==> config.mk <==
export PLATFORM = sky130hd
export DESIGN_NAME = lsu_mem_master
export DESIGN_NICKNAME = d
export VERILOG_FILES = /design/src/rtl/lsu_mem_master.sv
export SDC_FILE = /design/constraint.sdc
export NUM_CORES = 1
export LEC_CHECK = 0
export CORE_UTILIZATION = 56
export DETAILED_ROUTE_END_ITERATION = 8
export HOLD_SLACK_MARGIN = 0.08
export PLACE_DENSITY = 0.82
export REMOVE_ABC_BUFFERS = 1
export SLEW_MARGIN = 20
export SYNTH_ARGS = -nofsm -noshare
export SYNTH_HDL_FRONTEND = slang
export SYNTH_SLANG_ARGS = --single-unit
==> constraint.sdc <==
create_clock -name i_clk -period 3.5 [get_ports i_clk]
set_clock_uncertainty 0.05 [all_clocks]
set_input_delay 0.875 -clock i_clk [delete_from_list [all_inputs] [get_ports i_clk]]
set_output_delay 0.875 -clock i_clk [all_outputs]
set_load 0.005 [all_outputs]
==> src/rtl/lsu_mem_master.sv <==
// lsu_mem_master
// Load/store engine between the core memory stage and a word-organized data
// memory port. One request is accepted per valid/ready handshake. Aligned
// accesses go straight through in one memory cycle; misaligned halfword/word
// accesses are split into two aligned word reads (loads are assembled from
// them) followed, for stores, by two word writes (read-modify-write).
//
// State table
//   state | meaning
//   IDLE  | waiting for a request, req_ready high
//   ACC   | single aligned memory access, memory does lane select/extension
//   RD0   | read low aligned word of a misaligned access
//   RD1   | read next aligned word (base+4, wraps at 2^32)
//   WR0   | write merged low word (misaligned store)
//   WR1   | write merged high word (misaligned store)
//   RESP  | response held until resp_ready
//
// Ports
//   i_clk, i_reset         clock, synchronous active-high reset
//   i_req_*, o_req_ready   request channel (we, byte addr, right-aligned
//                          wdata, funct3-style mask)
//   o_resp_*, i_resp_ready response channel (rdata, err)
//   o_mem_*, i_mem_rdata   memory port, combinational read data
module lsu_mem_master (
   input  logic        i_clk,
   input  logic        i_reset,
   input  logic        i_req_valid,
   output logic        o_req_ready,
   input  logic        i_req_we,
   input  logic [31:0] i_req_addr,
   input  logic [31:0] i_req_wdata,
   input  logic [2:0]  i_req_mask,
   output logic        o_resp_valid,
   input  logic        i_resp_ready,
   output logic [31:0] o_resp_rdata,
   output logic        o_resp_err,
   output logic [31:0] o_mem_addr,
   output logic [31:0] o_mem_wdata,
   output logic [2:0]  o_mem_mask,
   output logic        o_mem_wr_en,
   output logic        o_mem_rd_en,
   input  logic [31:0] i_mem_rdata
);

   typedef enum logic [2:0] {
      IDLE = 3'd0,
      ACC  = 3'd1,
      RD0  = 3'd2,
      RD1  = 3'd3,
      WR0  = 3'd4,
      WR1  = 3'd5,
      RESP = 3'd6
   } state_t;

   state_t r_state;
   state_t w_next;

   logic        r_we;
   logic [31:0] r_addr;
   logic [31:0] r_wdata;
   logic [2:0]  r_mask;
   logic [31:0] r_lo;
   logic [31:0] r_hi;
   logic        r_resp_valid;
   logic [31:0] r_resp_rdata;
   logic        r_resp_err;

   logic        w_accept;
   logic        w_req_illegal;
   logic        w_req_misaligned;
   logic [1:0]  w_off;
   logic [31:0] w_base;
   logic [31:0] w_base_nx;
   logic [5:0]  w_shift;
   logic [63:0] w_nmask;
   logic [63:0] w_load_buf;
   logic [63:0] w_load_field;
   logic [31:0] w_load_result;
   logic [63:0] w_store_buf;
   logic [63:0] w_lane;
   logic [63:0] w_merged;

   // Legal masks: 000/001/010 for both directions, 100/101 for loads only.
   function automatic logic is_illegal(input logic we, input logic [2:0] mask);
      logic bad;
      bad = 1'b0;
      case (mask)
         3'b000, 3'b001, 3'b010: bad = 1'b0;
         3'b100, 3'b101:         bad = we;
         default:                bad = 1'b1;
      endcase
      return bad;
   endfunction

   // Halfword at offset 1 still fits in one word, so only offset 3 splits.
   function automatic logic is_misaligned(input logic [2:0] mask, input logic [1:0] off);
      logic mis;
      mis = 1'b0;
      case (mask[1:0])
         2'b01:   mis = (off == 2'd3);
         2'b10:   mis = (off != 2'd0);
         default: mis = 1'b0;
      endcase
      return mis;
   endfunction

   assign o_req_ready      = (r_state == IDLE) && !i_reset;
   assign w_accept         = i_req_valid && o_req_ready;
   assign w_req_illegal    = is_illegal(i_req_we, i_req_mask);
   assign w_req_misaligned = is_misaligned(i_req_mask, i_req_addr[1:0]);

   assign w_off     = r_addr[1:0];
   assign w_base    = {r_addr[31:2], 2'b00};
   assign w_base_nx = w_base + 32'd4;
   assign w_shift   = {1'b0, w_off, 3'b000};

   always_comb begin
      w_nmask = 64'h0000_0000_0000_00FF;
      case (r_mask[1:0])
         2'b01:   w_nmask = 64'h0000_0000_0000_FFFF;
         2'b10:   w_nmask = 64'h0000_0000_FFFF_FFFF;
         default: w_nmask = 64'h0000_0000_0000_00FF;
      endcase
   end

   // Misaligned load: hi word arrives combinationally in RD1.
   assign w_load_buf   = {i_mem_rdata, r_lo};
   assign w_load_field = w_load_buf >> w_shift;

   always_comb begin
      w_load_result = w_load_field[31:0];
      case (r_mask)
         3'b001:  w_load_result = {{16{w_load_field[15]}}, w_load_field[15:0]};
         3'b101:  w_load_result = {16'h0000, w_load_field[15:0]};
         default: w_load_result = w_load_field[31:0];
      endcase
   end

   // Misaligned store: merge right-aligned store data into the two words read.
   assign w_store_buf = {r_hi, r_lo};
   assign w_lane      = w_nmask << w_shift;
   assign w_merged    = (w_store_buf & ~w_lane) |
                        (({32'h0000_0000, r_wdata} & w_nmask) << w_shift);

   always_comb begin
      w_next = r_state;
      case (r_state)
         IDLE: begin
            if (w_accept) begin
               if (w_req_illegal)         w_next = RESP;
               else if (w_req_misaligned) w_next = RD0;
               else                       w_next = ACC;
            end
         end
         ACC:  w_next = RESP;
         RD0:  w_next = RD1;
         RD1:  w_next = r_we ? WR0 : RESP;
         WR0:  w_next = WR1;
         WR1:  w_next = RESP;
         RESP: if (i_resp_ready) w_next = IDLE;
         default: w_next = IDLE;
      endcase
   end

   always_comb begin
      o_mem_addr  = 32'h0;
      o_mem_wdata = 32'h0;
      o_mem_mask  = 3'b000;
      o_mem_wr_en = 1'b0;
      o_mem_rd_en = 1'b0;
      case (r_state)
         ACC: begin
            o_mem_addr  = r_addr;
            o_mem_mask  = r_mask;
            o_mem_wdata = r_we ? r_wdata : 32'h0;
            o_mem_wr_en = r_we;
            o_mem_rd_en = !r_we;
         end
         RD0: begin
            o_mem_addr  = w_base;
            o_mem_mask  = 3'b010;
            o_mem_rd_en = 1'b1;
         end
         RD1: begin
            o_mem_addr  = w_base_nx;
            o_mem_mask  = 3'b010;
            o_mem_rd_en = 1'b1;
         end
         WR0: begin
            o_mem_addr  = w_base;
            o_mem_mask  = 3'b010;
            o_mem_wdata = w_merged[31:0];
            o_mem_wr_en = 1'b1;
         end
         WR1: begin
            o_mem_addr  = w_base_nx;
            o_mem_mask  = 3'b010;
            o_mem_wdata = w_merged[63:32];
            o_mem_wr_en = 1'b1;
         end
         default: begin
            o_mem_addr = 32'h0;
         end
      endcase
   end

   always_ff @(posedge i_clk) begin
      if (i_reset) begin
         r_state      <= IDLE;
         r_we         <= 1'b0;
         r_addr       <= 32'h0;
         r_wdata      <= 32'h0;
         r_mask       <= 3'b000;
         r_lo         <= 32'h0;
         r_hi         <= 32'h0;
         r_resp_valid <= 1'b0;
         r_resp_rdata <= 32'h0;
         r_resp_err   <= 1'b0;
      end else begin
         r_state      <= w_next;
         r_resp_valid <= (w_next == RESP);
         case (r_state)
            IDLE: begin
               if (w_accept) begin
                  r_we         <= i_req_we;
                  r_addr       <= i_req_addr;
                  r_wdata      <= i_req_wdata;
                  r_mask       <= i_req_mask;
                  r_resp_rdata <= 32'h0;
                  r_resp_err   <= w_req_illegal;
               end
            end
            ACC: begin
               if (!r_we) r_resp_rdata <= i_mem_rdata;
            end
            RD0: r_lo <= i_mem_rdata;
            RD1: begin
               r_hi <= i_mem_rdata;
               if (!r_we) r_resp_rdata <= w_load_result;
            end
            RESP: begin
               if (i_resp_ready) begin
                  r_resp_rdata <= 32'h0;
                  r_resp_err   <= 1'b0;
               end
            end
            default: begin
               r_lo <= r_lo;
            end
         endcase
      end
   end

   assign o_resp_valid = r_resp_valid;
   assign o_resp_rdata = r_resp_rdata;
   assign o_resp_err   = r_resp_err;

endmodule

Word-level counts from Yosys, hierarchy flattened
Cells that the tools add are included.

Logic and storage cells: 84. Register bits after elaboration: 169.

Mux-type cells: 24. Bitwise operators: 4. Shift-type cells: 3. Add/subtract/negate cells: 1. Reduce and logical (&&, ||, !) cells: 20. Equal/unequal tests: 22.

Operator list (count): one-hot mux 32 bit (3 select lines) (2); two-way mux 32 bit (5); one-hot mux 32 bit (2 select lines) (2); one-hot mux 32 bit (4 select lines) (1); << shifter 64 x 5 -> 64 bit (2); bitwise AND 32 x 64 -> 64 bit (1); bitwise AND 64 bit (1); NOT 64 bit (1); OR 64 bit (1); right shift 64 x 5 -> 32 bit (1); adder 32 x 3 -> 32 bit (second input constant) (1); equality test 3 bit (second input constant) (7); one-hot mux 3 bit (6 select lines) (1); OR reduction 2 bit (6); one-hot mux 1 bit (2 select lines) (5); equality test 3 x 1 -> 1 bit (second input constant) (3); equality test 3 x 2 -> 1 bit (second input constant) (3); two-way mux 3 bit (3); != test 2 bit (second input constant) (4); equality test 2 bit (second input constant) (3); logical NOT 3 bit (2); one-hot mux 3 bit (2 select lines) (1); AND reduction 5 bit (1); equality test 2 x 1 -> 1 bit (second input constant) (2); other kinds (10) (15).

Logic depth before layout (Yosys ltp)
Gate-level depths: netlist of the first run.

Depth in word-level cells: 7. Gate-level depth with buffers: 8.

Worst setup path after synthesis of the first run
No wires, ideal clock.

Path type: register -> output. Start: reg r_mask[0]. End: out o_mem_wdata[11]. Slack: 782 ps. Stages on the path, launching flop included: 9. Buffers on the path: 2. Data required time: 2575 ps. Arrival time: 1793 ps. Cell sequence: dfxtp_1 inv_1 ha_1 clkbuf_1 clkbuf_1 inv_1 o21ai_1 a22oi_1 o211ai_1.

Word-level cells in the longest chain between the ends: 7. Elaborated cells on any way between the ends: 10. Those cells by class: eq/ne: 2; shift: 2; mux: 2; bitwise: 4.

RTL lines: start: declaration (RTL line 61) `logic [2:0] r_mask;`; start signal: assignment (RTL line 228) `r_mask <= i_req_mask;`; equality test 2 bit or equality test 2 x 1 -> 1 bit (tied branches) (RTL line 119) `case (r_mask[1:0])`; one-hot mux 32 bit (2 select lines) (*) (RTL line 119); << shifter 64 x 5 -> 64 bit (RTL line 141) `assign w_lane = w_nmask << w_shift;`; NOT 64 bit (RTL line 142) `assign w_merged = (w_store_buf & ~w_lane) |`; bitwise AND 64 bit (RTL line 142); OR 64 bit (*) (RTL line 142); one-hot mux 32 bit (3 select lines) (*) (RTL line 171) `case (r_state)`; end: declaration (RTL line 38) `output logic [31:0] o_mem_wdata,`.

Every way passes the cells marked *; elsewhere a longest branch is shown, timed or not.

Worst setup path in the final report of the first run
Start: reg r_state[2]. End: out o_mem_wdata[7].

Word-level cells in the longest chain between the ends: 2. Elaborated cells on any way between the ends: 4. Those cells by class: eq/ne: 3; mux: 1.

RTL lines: start: declaration (RTL line 55) `state_t r_state;`; start signal: assignment (RTL line 220) `r_state <= w_next;`; equality test 3 bit or equality test 3 x 1 -> 1 bit (tied branches) (RTL line 171); one-hot mux 32 bit (3 select lines) (*) (RTL line 171).

Marks and branches as above.

==> results.yml, run 1 <==
run_status:
  status: "finished, final reports clean"
layout:
  diodes: 0
  fin_util_pct: 77.35
  num-fill-cells: 1241
  design_area_sq_mm: 0.01343
  seq_area_sq_mm: 0.003416
  multi_input_area_sq_mm: 0.006299
  layout-drive-gt1-share_pct: 14.52
  layout_commonest_cell: "nand2_1"
  final_nets: 1543
  final_cell_mix: "nand2_1, clkdlybuf4s50_1, dfxtp_1"
  areaGrowthSynthToFinish_pct: 34.38
floorplanning:
  fp.dieW_um: 135.6
  die_h_um: 135.6
  io_pins: 208
  placeableCoreArea_sq_mm: 0.01736
  rows: 48
  dieArea_sq_mm: 0.01838
  start_util_pct: 57.56
route:
  finalWirelength_um: 35280
  antenna_left: 0
  vias: 11020
  drc: 0
  vias_per_cell: 6.595
  initialDrtViolationCount: 1679
  wl_per_cell_um: 21.11
  dr.pass1.iters: 6
sta:
  finalSetupViolCount: 0
  relSlewSlack_pct: 40.03
  worstMarginPinSlew_ns: 0.8967
  drv_slew: 0
  fmax_mhz: 287.6
  rsz0062_at_grt: "true"
  finalCritPeriodShare_pct: 99.33
  hold_violations: 0
  fin_crit_ns: 3.477
  tns_ns: 0
grt:
  grt_pass1_vias: 10050
  grt_use_met2_pct: 58.96
  grt_pass1_wl_um: 53590
  antenna_found_initial: 0
  grt_overflow: 0
  use_met3_pct: 7.969
  top_usage_layer: "met2"
  grt_max_degree: 82
  use_met1_pct: 49.13
  grtUsageTotal_pct: 37.69
critical_path:
  ff2ff_path_depth: 7
  crit_type: "reg -> out"
  worstReg2RegStart: "r_state[1]"
  crit_fanout: 12
  reg2reg_to: "o_resp_rdata[21]"
  r2r_slack_ns: 0.89
  end_kind: "output port"
  crit_arrival_ns: 2.55
  worstPathRequired_ns: 2.57
  setup.worst_path.start_class: "flip-flop"
clocking:
  worstSkewPairLatency_ns: 0.43
  ctsLongestPathBuffers: 2
  cts_made_buffers: 17
  ctsHoldBuffers: 0
  cts_tree: "yes"
  htree_levels: 4
  cts_sinks: 169
  clockRootBuffer: "clkbuf_16"
  clk_pin_slew_ns: 0.06
pwr:
  p_int_uw: 4490
  ir_drop_v: 0.0004554
  p_leak_uw: 0.005028
  p_sw_uw: 2552
  power.density_mw_per_mm2: 524.5
  clock_power_share_pct: 26.9
  sw_frac_of_total_pct: 36.24
  combPwrFrac_pct: 37.4
  seq_power_share_pct: 35.7
yosys:
  seq_area_frac_synth_pct: 33.86
  synthFlopType: "dfxtp_1"
  ys_seq_elements: 169
  async_flop_share_pct: 0
  syn_area_sq_mm: 0.009991
  avgSynthCellArea_sq_um: 8.057
  yosysWarnings: 0
  syn_inst: 1240
  yosysUniqueCellTypes: 70
  synth-edff-count: 0
placed_design:
  place_hpwl_um: 23190
  place_area_sq_mm: 0.01239
  numPortBuffers: 207
  routabilityCongestion: 0.9568
worst_hold_path:
  min_to: "r_hi[10]"
  hold_path_depth: 2
  min_from: "r_hi[10]"
  hp-class: "reg -> reg"
flow_run:
  maxCapViolCount: 0
power groups by stage:
stage	Sequential, uW	Combinational, uW	Clock (uW)
6_report	2510	2630	1900
3_3_place_gp	2510	2320	0
2_1_floorplan	2530	1170	0
5_1_grt	2540	2790	1980
4_1_cts	2470	2460	1910
3_5_place_dp	2510	2360	0
stage by stage:
stage / hold WS, ns / setup WS, ns / std cells / total power, uW
CTS: 0.4015 / 0.001446 / 1663 / 6845
global placement: 0.3885 / 0.05870 / 1625 / 4830
global route: 0.4206 / -0.08563 / 1671 / 7308
floorplan: 0.3757 / -1.192 / 1131 / 3692
finish: 0.4013 / 0.02350 / 1671 / 7042
detailed placement: 0.3920 / 0.009700 / 1625 / 4875
critical path: stages, from the launching register on:
cell and delay (ns):
dfxtp_2 0.39, buf_6 0.19, or3b_4 0.42, nor2_2 0.16
buf_4 0.18, a22oi_1 0.09, o21ai_1 0.16, clkdlybuf4s50_1 0.54
routing by layer:
| metal | part of all wire (%) | vias to the layer above |
|---|---|---|
| li1 | - | 4913 |
| met1 | 38 | 5078 |
| met2 | 46 | 852 |
| met3 | 11 | 178 |
| met4 | 4.9 | 0 |
| met5 | 0 | - |
cells in the mapped netlist (all sizes together), types with 8 or more instances:
cell type	count	area, sq um
clkbuf	67	252.7
nor2	14	52.55
buf	42	251.5
o21ai	51	255.3
o221ai	9	78.83
and2	21	131.4
a311oi	9	78.83
a221oi	15	131.4
a221o	16	160.2
a31oi	15	93.84
or3	8	50.05
o211ai	12	90.09
nor3	9	61.31
mux2i	16	160.2
a22oi	39	292.8
nor2b	14	87.58
o31ai	13	102.6
nand2	308	1156
o2bb2ai	16	140.1
nand3	22	110.1
nand4	10	62.56
dfxtp	169	3383
nor3b	17	143.9
nand3b	76	570.6
inv	17	63.81
nand2b	24	150.1
a21oi	110	554.3
mux4	32	720.7
worst max path at each step:
stage	start	end	slack, ns	cells past startpoint
floorplan	r_addr[1]	o_mem_wdata[11]	-1.19	4
global placement	r_mask[0]	o_mem_wdata[22]	0.06	6
detailed placement	r_mask[0]	o_mem_wdata[21]	0.01	6
CTS	r_mask[0]	o_mem_wdata[21]	0.001	8
global route	r_mask[0]	o_mem_wdata[2]	-0.09	8
finish	r_state[2]	o_mem_wdata[7]	0.02	7
what timing repair did:
action | 4_1_cts | 5_1_grt
setup buffers | 7 | 8
endpoints found under the setup margin | 53 | 48
resized for setup | 43 | 76
pin swaps | 6 | 20
area by class of cell:
type	count	area share [%]
inverter	18	0.5033
multi-input combinational	944	46.92
clock inverter	10	0.8667
sequential	169	25.44
clock buffer	21	3.504
tap	225	2.097
timing repair buffer	284	20.67
registers in the layout, summed over array words and instances, names as in the netlist:
signal	cells
r_wdata	32
o_resp_err	1
o_resp_rdata	32
r_state	3
r_addr	32
r_we	1
o_resp_valid	1
r_lo	32
r_mask	3
r_hi	32
cell families (layout without fill, tap and decap cells):
family	Yosys count	in the layout	share of synthesized area, %
and+or+nand+nor	550	550	28.09
AOI/OAI and AO/OA	336	336	22.42
DFF	169	169	33.86
buffers and inverters	127	333	5.723
muxes	49	49	8.929
adders and majority gates	5	5	0.6262
xor gates and xnor gates	4	4	0.3507
No activity file was read; power rests on OpenSTA's default activity.
==> inputs of run 2 (changes only) <==
- SETUP_SLACK_MARGIN: default -> 0.5
==> run 2 against run 1 <==
- the flow now finishes with violations (design-rule violations)
- sequential share of layout area fell by 1.9 points
- maximum frequency up 5.7%
- worst hold slack got worse by 0.00056 ns
- global-route usage up 5.1 points
- worst setup slack improved by 0.19 ns
- total power is 15% higher
- design area is 9.6% higher
==> results.yml, run 2 (synthesized netlist as in run 1, its figures left out) <==
floorplanning:
  placeableCoreArea_sq_mm: 0.01736
  die_h_um: 135.6
  fp.dieW_um: 135.6
  io_pins: 208
  rows: 48
  start_util_pct: 57.56
  dieArea_sq_mm: 0.01838
clocking:
  cts_tree: "yes"
  clk_pin_slew_ns: 0.07
  htree_levels: 4
  worstSkewPairLatency_ns: 0.45
  cts_made_buffers: 17
  cts_sinks: 169
  clockRootBuffer: "clkbuf_16"
  ctsLongestPathBuffers: 2
grt:
  grt_pass1_wl_um: 60710
  grtUsageTotal_pct: 42.81
  grt_pass1_vias: 11400
  grt_max_degree: 82
  antenna_found_initial: 0
  grt_overflow: 0
worst_hold_path:
  min_to: "r_hi[12]"
  hold_path_depth: 2
  min_from: "r_hi[12]"
  hp-class: "reg -> reg"
placed_design:
  place_area_sq_mm: 0.01239
  preCtsSetupSlack_ns: 0.009700
  place_inst: 1625
  numPortBuffers: 207
  place_hpwl_um: 23190
  routabilityCongestion: 0.9568
run_status:
  violations: "design-rule violations"
  status: "finished, violations left"
sta:
  finalCritPeriodShare_pct: 93.96
  worstMarginPinSlew_ns: 0.9290
  fmax_mhz: 304.1
  drv_slew: 0
  finalSetupViolCount: 0
  rsz0062_at_grt: "true"
  relSlewSlack_pct: 38.07
  fin_crit_ns: 3.288
  setup_slack_ns: 0.2115
  hold_violations: 0
route:
  vias_per_cell: 7.208
  vias: 12610
  antenna_left: 0
  initialDrtViolationCount: 2709
  finalWirelength_um: 45030
  wl_per_cell_um: 25.75
  drc: 40
  dr.pass1.iters: 9
pwr:
  ir_drop_v: 0.0005429
  p_total_uw: 8089
  p_leak_uw: 0.005540
  power.density_mw_per_mm2: 550.0
layout:
  final_nets: 1621
  design_area_sq_mm: 0.01471
  layout_commonest_cell: "nand2_1"
  diodes: 0
  fin_util_pct: 84.74
  layout-drive-gt1-share_pct: 28.67
  num-fill-cells: 874
  fin_cells: 1749
  final_cell_mix: "nand2_1, dfxtp_1, clkdlybuf4s50_1"
  areaGrowthSynthToFinish_pct: 47.21
critical_path:
  crit_buf_inv: 4
  worstPathRequired_ns: 2.57
  r2r_slack_ns: 0.87
  path_depth: 9
  reg2reg_to: "o_resp_rdata[20]"
  critPathTopFamily: "compound AO/OA/AOI/OAI gates"
  end_kind: "output port"
  setup.worst_path.start_class: "flip-flop"
  worstReg2RegStart: "r_state[2]"
  path_cells: "inv_4 -> ha_4 -> buf_6 -> buf_8 -> nand3b_1 -> a21oi_2 -> a311oi_2 -> o21ai_2 -> buf_2"
  cpMaxStageDelayCell: "dfxtp_4"
  crit_fanout: 8
  crit_arrival_ns: 2.36
  crit_type: "reg -> out"
  cpPeakStageDelay_ns: 0.38
  ff2ff_path_depth: 9
flow_run:
  maxCapViolCount: 0
[run 2: changes by cell type in the layout (fill, tap and decap cells not counted), sizes merged]
cell / change
dlymetal6s2s: -17
inv: -1
buf: +113
clkbuf: +13
clkdlybuf4s50: -45
bufbuf: +1
clkinvlp: +1
dlygate4sd2: +11
clkdlybuf4s15: +2
[run 2: power by group]
group	internal (uW)	total, uW	switching, uW
registers	2200	2560	366
logic	1650	3590	1930
clock network	1100	1940	834
[run 2: worst max-delay path by stage]
| stage | slack [ns] | endpoint | startpoint |
|---|---|---|---|
| floorplan | -1.19 | o_mem_wdata[11] | r_addr[1] |
| global placement | 0.06 | o_mem_wdata[22] | r_mask[0] |
| detailed placement | 0.01 | o_mem_wdata[21] | r_mask[0] |
| CTS | 0.34 | o_mem_addr[31] | r_addr[3] |
| global route | 0.19 | o_mem_wdata[15] | r_addr[0] |
| finish | 0.21 | o_mem_wdata[0] | r_mask[0] |
[run 2: per-layer routing]
layer	vias up	track usage, %	wire length, um
li1	5075	-	-
met4	0	28.34	4095
met1	5664	52.27	15080
met5	-	0	0
met3	483	10.85	6282
met2	1384	66.61	19570
[run 2: timing repair]
item | in CTS | in global routing
gates resized for setup | 394 | 116
cloned | 4 | 4
setup endpoints to repair | 68 | 60
hold buffers | 0 | 0
pin swaps | 81 | 68
buffers inserted | 58 | 27
[run 2: cell type report]
cell class,instances,area (sq um),share of cell area [%]
inverters,18,78.83,0.5359
clock buffers,21,470.5,3.199
flip-flops and latches,169,3460,23.52
clock inverters,10,116.4,0.7912
well taps,225,281.5,1.914
multi-input cells,944,6893,46.87
repair buffers,362,3408,23.17
[run 2: metrics by stage]
step	setup TNS (ns)	hold slack (ns)
floorplan	-56.40	0.3757
global placement	0	0.3885
detailed placement	0	0.3920
CTS	0	0.4015
global route	0	0.4206
finish	0	0.4008
[run 2: worst register-to-register path: stages, from the launching register on]
cell and delay (ns):
dfxtp_4 0.38, buf_6 0.15, buf_4 0.14, buf_4 0.17, nor3_4 0.25, buf_4 0.19
buf_4 0.21, nor3b_4 0.56, buf_4 0.31, a221o_1 0.18
